[src/rtl/tx_sched_pkg.sv]
// Shared types and default timing for the serial word transmit scheduler.
// Latency: n/a (package only).
// Backpressure: n/a (package only).
//
// Contents: scheduler state enum, the bit-clock divider the default frame/gap
// lengths are derived from, and a helper that sizes the frame/gap counter.
package tx_sched_pkg;

    typedef enum logic [1:0] {
        IDLE   = 2'd0,
        LAUNCH = 2'd1,
        FRAME  = 2'd2,
        GAP    = 2'd3
    } sched_state_e;

    // clk cycles per bit time on the serial line.
    localparam int BAUD_DIV = 2500;

    // 4 characters x 11 bit times (start, 8 data, parity, stop).
    localparam int FRAME_CYCLES_DEF = 44 * BAUD_DIV;

    // Two idle bit times plus slack for the transmitter's stop-bit handling.
    localparam int GAP_CYCLES_DEF = 2 * BAUD_DIV + 300;

    // Counter wide enough to hold the longer of the two phases without wrap.
    function automatic int cnt_width(input int frame_cycles, input int gap_cycles);
        int longest;
        longest = (frame_cycles > gap_cycles) ? frame_cycles : gap_cycles;
        return $clog2(longest + 1);
    endfunction

endpackage

[src/rtl/tx_word_scheduler_if.sv]
// Requester/transmitter bundle of the word scheduler.
// Latency: n/a (wires only).
// Backpressure: req is held until ack; the transmitter side has none.
//
// Signals: req/req_data from requesters, ack back to them, tx_start/tx_data to
// the transmitter, grant_id/busy as status. master = requester side,
// slave = scheduler side.
interface tx_word_scheduler_if
    import tx_sched_pkg::*;
#(
    parameter int NUM_REQ = 4,
    parameter int WORD_W  = 32
);
    localparam int IDX_W = $clog2(NUM_REQ);

    logic [NUM_REQ-1:0]        req;
    logic [NUM_REQ*WORD_W-1:0] req_data;
    logic [NUM_REQ-1:0]        ack;
    logic                      tx_start;
    logic [WORD_W-1:0]         tx_data;
    logic [IDX_W-1:0]          grant_id;
    logic                      busy;

    modport master (
        output req, req_data,
        input  ack, tx_start, tx_data, grant_id, busy
    );

    modport slave (
        input  req, req_data,
        output ack, tx_start, tx_data, grant_id, busy
    );

endinterface

[src/rtl/tx_word_scheduler_rr_arbiter.sv]
// Picks one pending requester: round-robin from ptr, or fixed priority.
// Latency: purely combinational.
// Backpressure: none; the caller decides when the grant is taken.
//
// Ports: req (pending bits), ptr (highest-priority index this round),
// grant (one-hot), grant_idx (encoded grant). All zero when no req is set.
// Build option TX_SCHED_PRIORITY_EN: req[0] always wins, ptr is ignored.
module rr_arbiter
    import tx_sched_pkg::*;
#(
    parameter int NUM_REQ = 4,
    parameter int IDX_W   = $clog2(NUM_REQ)
) (
    input  logic [NUM_REQ-1:0] req,
    input  logic [IDX_W-1:0]   ptr,
    output logic [NUM_REQ-1:0] grant,
    output logic [IDX_W-1:0]   grant_idx
);

    logic             found;
    logic [IDX_W-1:0] idx;

`ifdef TX_SCHED_PRIORITY_EN
    logic unused_ptr;
    assign unused_ptr = ^ptr;

    always_comb begin
        grant     = '0;
        grant_idx = '0;
        found     = 1'b0;
        idx       = '0;
        for (int k = 0; k < NUM_REQ; k++) begin
            idx = IDX_W'(k);
            if (!found && req[idx]) begin
                found      = 1'b1;
                grant[idx] = 1'b1;
                grant_idx  = idx;
            end
        end
    end
`else
    // Walk the requesters starting at ptr, wrapping past NUM_REQ-1; the first
    // pending one wins.
    always_comb begin
        grant     = '0;
        grant_idx = '0;
        found     = 1'b0;
        idx       = '0;
        for (int k = 0; k < NUM_REQ; k++) begin
            idx = IDX_W'((int'(ptr) + k) % NUM_REQ);
            if (!found && req[idx]) begin
                found      = 1'b1;
                grant[idx] = 1'b1;
                grant_idx  = idx;
            end
        end
    end
`endif

endmodule

[src/rtl/tx_word_scheduler.sv]
// Shares one serial word transmitter among NUM_REQ requesters.
// Latency: req seen in IDLE -> tx_start/ack/tx_data one cycle later; line owned 1+FRAME+GAP cycles.
// Backpressure: requesters hold req until ack; new requests wait until the line is free again.
//
// Ports: clk, rst (synchronous, active-high); bus (slave modport) carrying
// req/req_data in, ack/tx_start/tx_data/grant_id/busy out, all registered.
// Build option TX_SCHED_PRIORITY_EN: fixed priority (req[0] highest) instead
// of round-robin; timing is the same in both builds.
// The transmitter reports no completion, so the FRAME/GAP countdown here is
// the only record of when the line becomes free.
module tx_word_scheduler
    import tx_sched_pkg::*;
#(
    parameter int NUM_REQ      = 4,
    parameter int WORD_W       = 32,
    parameter int FRAME_CYCLES = FRAME_CYCLES_DEF,
    parameter int GAP_CYCLES   = GAP_CYCLES_DEF
) (
    input  logic              clk,
    input  logic              rst,
    tx_word_scheduler_if.slave bus
);

    localparam int IDX_W = $clog2(NUM_REQ);
    localparam int CNT_W = cnt_width(FRAME_CYCLES, GAP_CYCLES);

    localparam logic [CNT_W-1:0] FRAME_LAST = CNT_W'(FRAME_CYCLES - 1);
    localparam logic [CNT_W-1:0] GAP_LAST   = CNT_W'(GAP_CYCLES - 1);
    localparam logic [IDX_W-1:0] IDX_LAST   = IDX_W'(NUM_REQ - 1);

    sched_state_e        state_q;
    logic [CNT_W-1:0]    cnt_q;
    logic [IDX_W-1:0]    rr_ptr_q;
    logic [IDX_W-1:0]    rr_ptr_d;
    logic [WORD_W-1:0]   tx_data_q;
    logic [IDX_W-1:0]    grant_id_q;
    logic [NUM_REQ-1:0]  ack_q;
    logic                tx_start_q;
    logic                busy_q;

    logic [NUM_REQ-1:0]  arb_grant;
    logic [IDX_W-1:0]    arb_idx;
    logic [WORD_W-1:0]   win_data;

    rr_arbiter #(
        .NUM_REQ (NUM_REQ),
        .IDX_W   (IDX_W)
    ) u_arb (
        .req       (bus.req),
        .ptr       (rr_ptr_q),
        .grant     (arb_grant),
        .grant_idx (arb_idx)
    );

    // One-hot mux of the winning requester's word.
    always_comb begin
        win_data = '0;
        for (int i = 0; i < NUM_REQ; i++) begin
            if (arb_grant[i]) begin
                win_data = bus.req_data[i*WORD_W +: WORD_W];
            end
        end
    end

    // The requester just served drops to lowest priority next round.
`ifdef TX_SCHED_PRIORITY_EN
    assign rr_ptr_d = '0;
`else
    assign rr_ptr_d = (grant_id_q == IDX_LAST) ? '0 : grant_id_q + 1'b1;
`endif

    always_ff @(posedge clk) begin
        if (rst) begin
            state_q    <= IDLE;
            cnt_q      <= '0;
            rr_ptr_q   <= '0;
            tx_data_q  <= '0;
            grant_id_q <= '0;
            ack_q      <= '0;
            tx_start_q <= 1'b0;
            busy_q     <= 1'b0;
        end else begin
            // tx_start and ack are single-cycle pulses raised only on IDLE->LAUNCH.
            tx_start_q <= 1'b0;
            ack_q      <= '0;
            case (state_q)
                IDLE: begin
                    if (|bus.req) begin
                        tx_data_q  <= win_data;
                        grant_id_q <= arb_idx;
                        ack_q      <= arb_grant;
                        tx_start_q <= 1'b1;
                        busy_q     <= 1'b1;
                        state_q    <= LAUNCH;
                    end
                end
                LAUNCH: begin
                    cnt_q   <= '0;
                    state_q <= FRAME;
                end
                FRAME: begin
                    if (cnt_q == FRAME_LAST) begin
                        cnt_q   <= '0;
                        state_q <= GAP;
                    end else begin
                        cnt_q <= cnt_q + 1'b1;
                    end
                end
                GAP: begin
                    if (cnt_q == GAP_LAST) begin
                        cnt_q    <= '0;
                        rr_ptr_q <= rr_ptr_d;
                        busy_q   <= 1'b0;
                        state_q  <= IDLE;
                    end else begin
                        cnt_q <= cnt_q + 1'b1;
                    end
                end
                default: begin
                    state_q <= IDLE;
                end
            endcase
        end
    end

    assign bus.ack      = ack_q;
    assign bus.tx_start = tx_start_q;
    assign bus.tx_data  = tx_data_q;
    assign bus.grant_id = grant_id_q;
    assign bus.busy     = busy_q;

endmodule
[src/flat_wrapper.sv]
// flat-port wrapper written by rule: the top's interface ports become plain ports
module tx_word_scheduler_flat import tx_sched_pkg::*;
#(
    parameter int NUM_REQ      = 4,
    parameter int WORD_W       = 32,
    parameter int FRAME_CYCLES = FRAME_CYCLES_DEF,
    parameter int GAP_CYCLES   = GAP_CYCLES_DEF
)
  (clk, rst, bus_req, bus_req_data, bus_ack, bus_tx_start, bus_tx_data, bus_grant_id, bus_busy);
  tx_word_scheduler_if #(.NUM_REQ(NUM_REQ), .WORD_W(WORD_W)) bus_i ();
  input  logic clk;
  input  logic rst;
  input wire logic [$bits(bus_i.req)-1:0] bus_req;
  input wire logic [$bits(bus_i.req_data)-1:0] bus_req_data;
  output wire logic [$bits(bus_i.ack)-1:0] bus_ack;
  output wire logic [$bits(bus_i.tx_start)-1:0] bus_tx_start;
  output wire logic [$bits(bus_i.tx_data)-1:0] bus_tx_data;
  output wire logic [$bits(bus_i.grant_id)-1:0] bus_grant_id;
  output wire logic [$bits(bus_i.busy)-1:0] bus_busy;
  assign bus_i.req = bus_req;
  assign bus_i.req_data = bus_req_data;
  assign bus_ack = bus_i.ack;
  assign bus_tx_start = bus_i.tx_start;
  assign bus_tx_data = bus_i.tx_data;
  assign bus_grant_id = bus_i.grant_id;
  assign bus_busy = bus_i.busy;
  tx_word_scheduler #(.NUM_REQ(NUM_REQ), .WORD_W(WORD_W), .FRAME_CYCLES(FRAME_CYCLES), .GAP_CYCLES(GAP_CYCLES)) u_core (.clk(clk), .rst(rst), .bus(bus_i));
endmodule
[config.mk]
export PLATFORM = sky130hd
export DESIGN_NAME = tx_word_scheduler_flat
export DESIGN_NICKNAME = d
export VERILOG_FILES = /design/src/rtl/tx_sched_pkg.sv /design/src/rtl/tx_word_scheduler_if.sv /design/src/rtl/tx_word_scheduler_rr_arbiter.sv /design/src/rtl/tx_word_scheduler.sv /design/src/flat_wrapper.sv
export SDC_FILE = /design/constraint.sdc
export NUM_CORES = 1
export LEC_CHECK = 0
export CORE_ASPECT_RATIO = 1.75
export CORE_MARGIN = 10
export CORE_UTILIZATION = 43
export CTS_BUF_LIST = sky130_fd_sc_hd__clkbuf_4 sky130_fd_sc_hd__clkbuf_8
export DETAILED_ROUTE_END_ITERATION = 7
export GPL_ROUTABILITY_DRIVEN = 0
export PLACE_DENSITY = 0.79
export SYNTH_ARGS = -nofsm -noshare
export SYNTH_HDL_FRONTEND = slang
export SYNTH_SLANG_ARGS = --single-unit
[constraint.sdc]
create_clock -name clk -period 4 [get_ports clk]
set_clock_uncertainty 0.2 [all_clocks]
set_input_delay 0.8 -clock clk [delete_from_list [all_inputs] [get_ports clk]]
set_output_delay 0.8 -clock clk [all_outputs]
set_load 0.02 [all_outputs]
==> implementation parameters <==
Parameter                              Value

STA
  Setup TNS ... 0 ps
  Number of hold-slack violations in the final timing report ... 0
  Max-slew violation count ... 0
  Worst-case setup margin in the final layout ... 467 ps
  Finish-stage setup viols ... 0
  Maximum clock rate ... ~280 MHz
  Min Clock Period, post-route ... 3530 ps
  Share of the cycle needed by the critical path after routing ... 88.3%
  Worst slew margin relative to its limit ... 52.8%
  Pin slew with the least headroom to its limit ... 690 ps
  Unrepaired setup endpoints after global routing ... no

Floorplan
  Initial core utilization ... between 40 and 50%
  Number of top-level pins ... 174
  Standard cell core area ... between 10000 and 15000 um2
  Row count ... between 50 and 60
  Floorplan die width ... 105 um
  Vert. Die Dim ... 169 um
  DIE AREA ... 17800 um2

Critical path
  Beginning of the worst register-to-register path ... u_core.rr_ptr_q[0]
  R2R setup slack ... around 640 ps
  Arrival time of the worst setup path ... 3570 ps
  Crit-path max FO ... 30
  Worst EP required ... 4040 ps
  Category of the most critical setup path ... input pin to register
  Critical Path Sink Type ... register
  FF-to-FF End ... u_core.bus.tx_data[3]
  Register-to-Register Path Depth ... 9
  Startpoint type of the worst setup path ... input pin

Synth
  Net count of the mapped netlist ... 771
  Synthesized instance count ... 624
  Post-synth EDFFs ... 0
  Yosys warns ... 0
  Unique masters post-synth ... 64
  Proportion of register bits with asynchronous set or reset after synthesis ... 0%
  Average instance area after synthesis ... 8.74 um2
  Number of synthesized register bits ... 61
  Cell area after synthesis ... 5460 um2
  Fraction of the yosys area taken by sequential cells ... 22.4%
  Dominant synthesized flop cell ... dfxtp_1

Global routing
  Fraction of met3 tracks used by global routing ... 4.41%
  Met1 track demand over resource ... 26.8%
  Overall routing resource usage ... 23.3%
  Maximum number of pins on one net before global-route repair ... 37
  Global-route layer with the greatest usage ... met2
  Met2 routing resource usage after global routing ... between 40 and 50%
  Global-route wire length before repair ... 34000 um
  Via count of the first global-routing pass ... 6148
  Number of antenna violations at the first check in global routing ... 1
  Congestion Overflow GR ... 0

Min path
  Path category of the worst min-delay check ... register to register
  Hold Crit Depth ... 1
  Hold path start ... u_core.cnt_q[16]
  Worst-case hold path end point ... u_core.cnt_q[16]

Clock tree
  Clock Pin Slew Worst Setup and Hold Paths ... 70 ps
  Number of clock buffers inserted by TritonCTS ... 9
  CTS H-tree depth ... 3
  Buffer depth of the longest clock path ... 2
  TritonCTS clock tree ... done
  Clock Sink Count ... 61
  Resized Gates After CTS ... 0
  Buffer cell driving the clock tree root ... clkbuf_8
  Latest clock arrival within the worst-skew pair ... between 300 and 400 ps
  Setup fix buffers added after clock tree synthesis ... 0
  Number of hold buffers added after CTS ... 0

Detailed routing
  Total via count in the routed design ... 6231
  Wirelength per Cell ... ~23 um
  DRC errors left ... 0
  Total wirelength of the detailed-routed design ... 21700 um
  DR pass1 iterations ... 5
  Antenna Violating Nets Remaining ... 0
  Via count normalized by instance count ... 6.66
  Violation count after the first detailed-route iteration ... 568

Final layout
  Non-filler instance count after layout ... slightly above 900
  Proportion of layout cells with a drive suffix above 1 ... a little over 20%
  Filler Cell Count ... 1106
  Area growth from synthesis to final layout ... 38.4%
  Final cell area excluding filler cells ... 7550 um2
  Number of nets in the final layout ... just over 900

Placed design
  Detailed placer's ending HPWL ... 15700 um
  Number of placed instances, taps included ... 919
  Post-detailed-placement cell area ... 7360 um2
  I/O Buffers ... ~170
  Pre-CTS worst setup slack ... 145 ps

Pwr
  Peak supply drop ... 0.272 mV
  Leak pwr ... 2.47 nW
  Power density cells ... 354 nW/um2

Run status
  Run status ... finished, final reports clean

Flow run
  Max-capacitance violation count ... 0
[area by class of cell]
class | count | area [um2] | area share, %
flip-flops and latches | 61 | 1220 | 16.2
clock inverters | 3 | 20.0 | 0.265
clock buffers | 12 | 165 | 2.19
repair buffers | 202 | 2020 | 26.7
inverters | 9 | 33.8 | 0.447
multi-input cells | 479 | 3880 | 51.4
well taps | 168 | 210 | 2.78
diodes | 1 | 2.50 | 0.0331
[cells by family after synthesis]
group	count (synthesis)	share of synthesized area [%]
AO/OA/AOI/OAI	269	46.2
AND/OR/NAND/NOR	188	18.9
buffers and inverters	84	7.13
flip-flops	61	22.4
adder cells (fa/ha/maj)	13	2.98
multiplexers	9	2.38
[where the power goes]
| group | switching [W] | internal (W) |
|---|---|---|
| combinational | 0.000722 | 0.000635 |
| sequential | 0.0000812 | 0.000702 |
| clock | 0.000262 | 0.000271 |
[layer usage]
| layer | wire [um] | part of all wire, % |
|---|---|---|
| met1 | 8100 | 37 |
| met4 | 783 | 3.6 |
| met5 | 0 | 0 |
| met2 | 11200 | 51 |
| met3 | 1670 | 7.7 |
[how the worst max path moves through the flow]
stage / from / endpoint / slack [ps]
2_1_floorplan: u_core.rr_ptr_q[0] / u_core.bus.tx_data[10] / 680
3_3_place_gp: bus_req[2] / u_core.bus.tx_data[3] / 200
3_5_place_dp: bus_req[2] / u_core.bus.tx_data[3] / 140
4_1_cts: bus_req[2] / u_core.bus.tx_data[3] / 510
5_1_grt: bus_req[3] / u_core.bus.grant_id[0] / 340
6_report: bus_req[2] / u_core.bus.tx_data[3] / 470
[stage by stage]
stage / power, W / utilization [%] / hold WS (ps)
final: 0.00267 / 60.7 / 326
after floorplan: 0.00161 / - / 272
after CTS: 0.00267 / 60.7 / 326
after global routing: 0.00279 / 60.7 / 357
after detailed placement: 0.00214 / 59.2 / 312
after global placement: 0.00209 / 59.2 / 294
[synthesized netlist by cell type (all sizes together) (4+ instances only)]
cell     number  area, um2
o21a          4       30.0
a22oi         5       42.5
buf          24        164
mux2i         4       40.0
clkbuf       51        191
nand2        54        203
and2          4       25.0
a31oi         5       31.3
a41oi         4       35.0
inv           9       33.8
a2bb2oi      32        462
and3          4       25.0
nor2         16       62.6
o21ai        12       67.6
a211oi       36        443
nor2b         4       25.0
o211ai       96        721
dfxtp        61       1220
nand3        40        200
o221a        33        372
nand2b        7       43.8
a21oi        17       88.8
nor3          6       41.3
nor3b        33        248
ha           13        163
a311oi       14        123
[worst max-delay path: stages]
cell and delay, ps:
clkdlybuf4s50_1 540, mux4_2 660, nand2_1 150, a21oi_1 120
or4_2 750, buf_12 240, a211oi_2 230, a2bb2oi_2 70
[flip-flops by register name, summed over array words and instances, names as in the netlist]
register and flops:
u_core.bus.tx_start 1, u_core.state_q 2, u_core.bus.tx_data 32, u_core.bus.busy 1
u_core.bus.ack 4, u_core.rr_ptr_q 2, u_core.cnt_q 17, u_core.bus.grant_id 2
[cell usage in the layout (no fill, tap or decap), drive strengths merged, types with 13 or more instances in the layout]
master | Yosys | routed
nand3 | 40 | 40
o221a | 33 | 33
a2bb2oi | 32 | 32
ha | 13 | 13
a21oi | 17 | 17
clkdlybuf4s50 | 0 | 172
buf | 24 | 30
a311oi | 14 | 14
nor2 | 16 | 16
dfxtp | 61 | 61
a211oi | 36 | 36
nand2 | 54 | 54
o211ai | 96 | 96
nor3b | 33 | 33
Power figures use the tool's default switching activity.
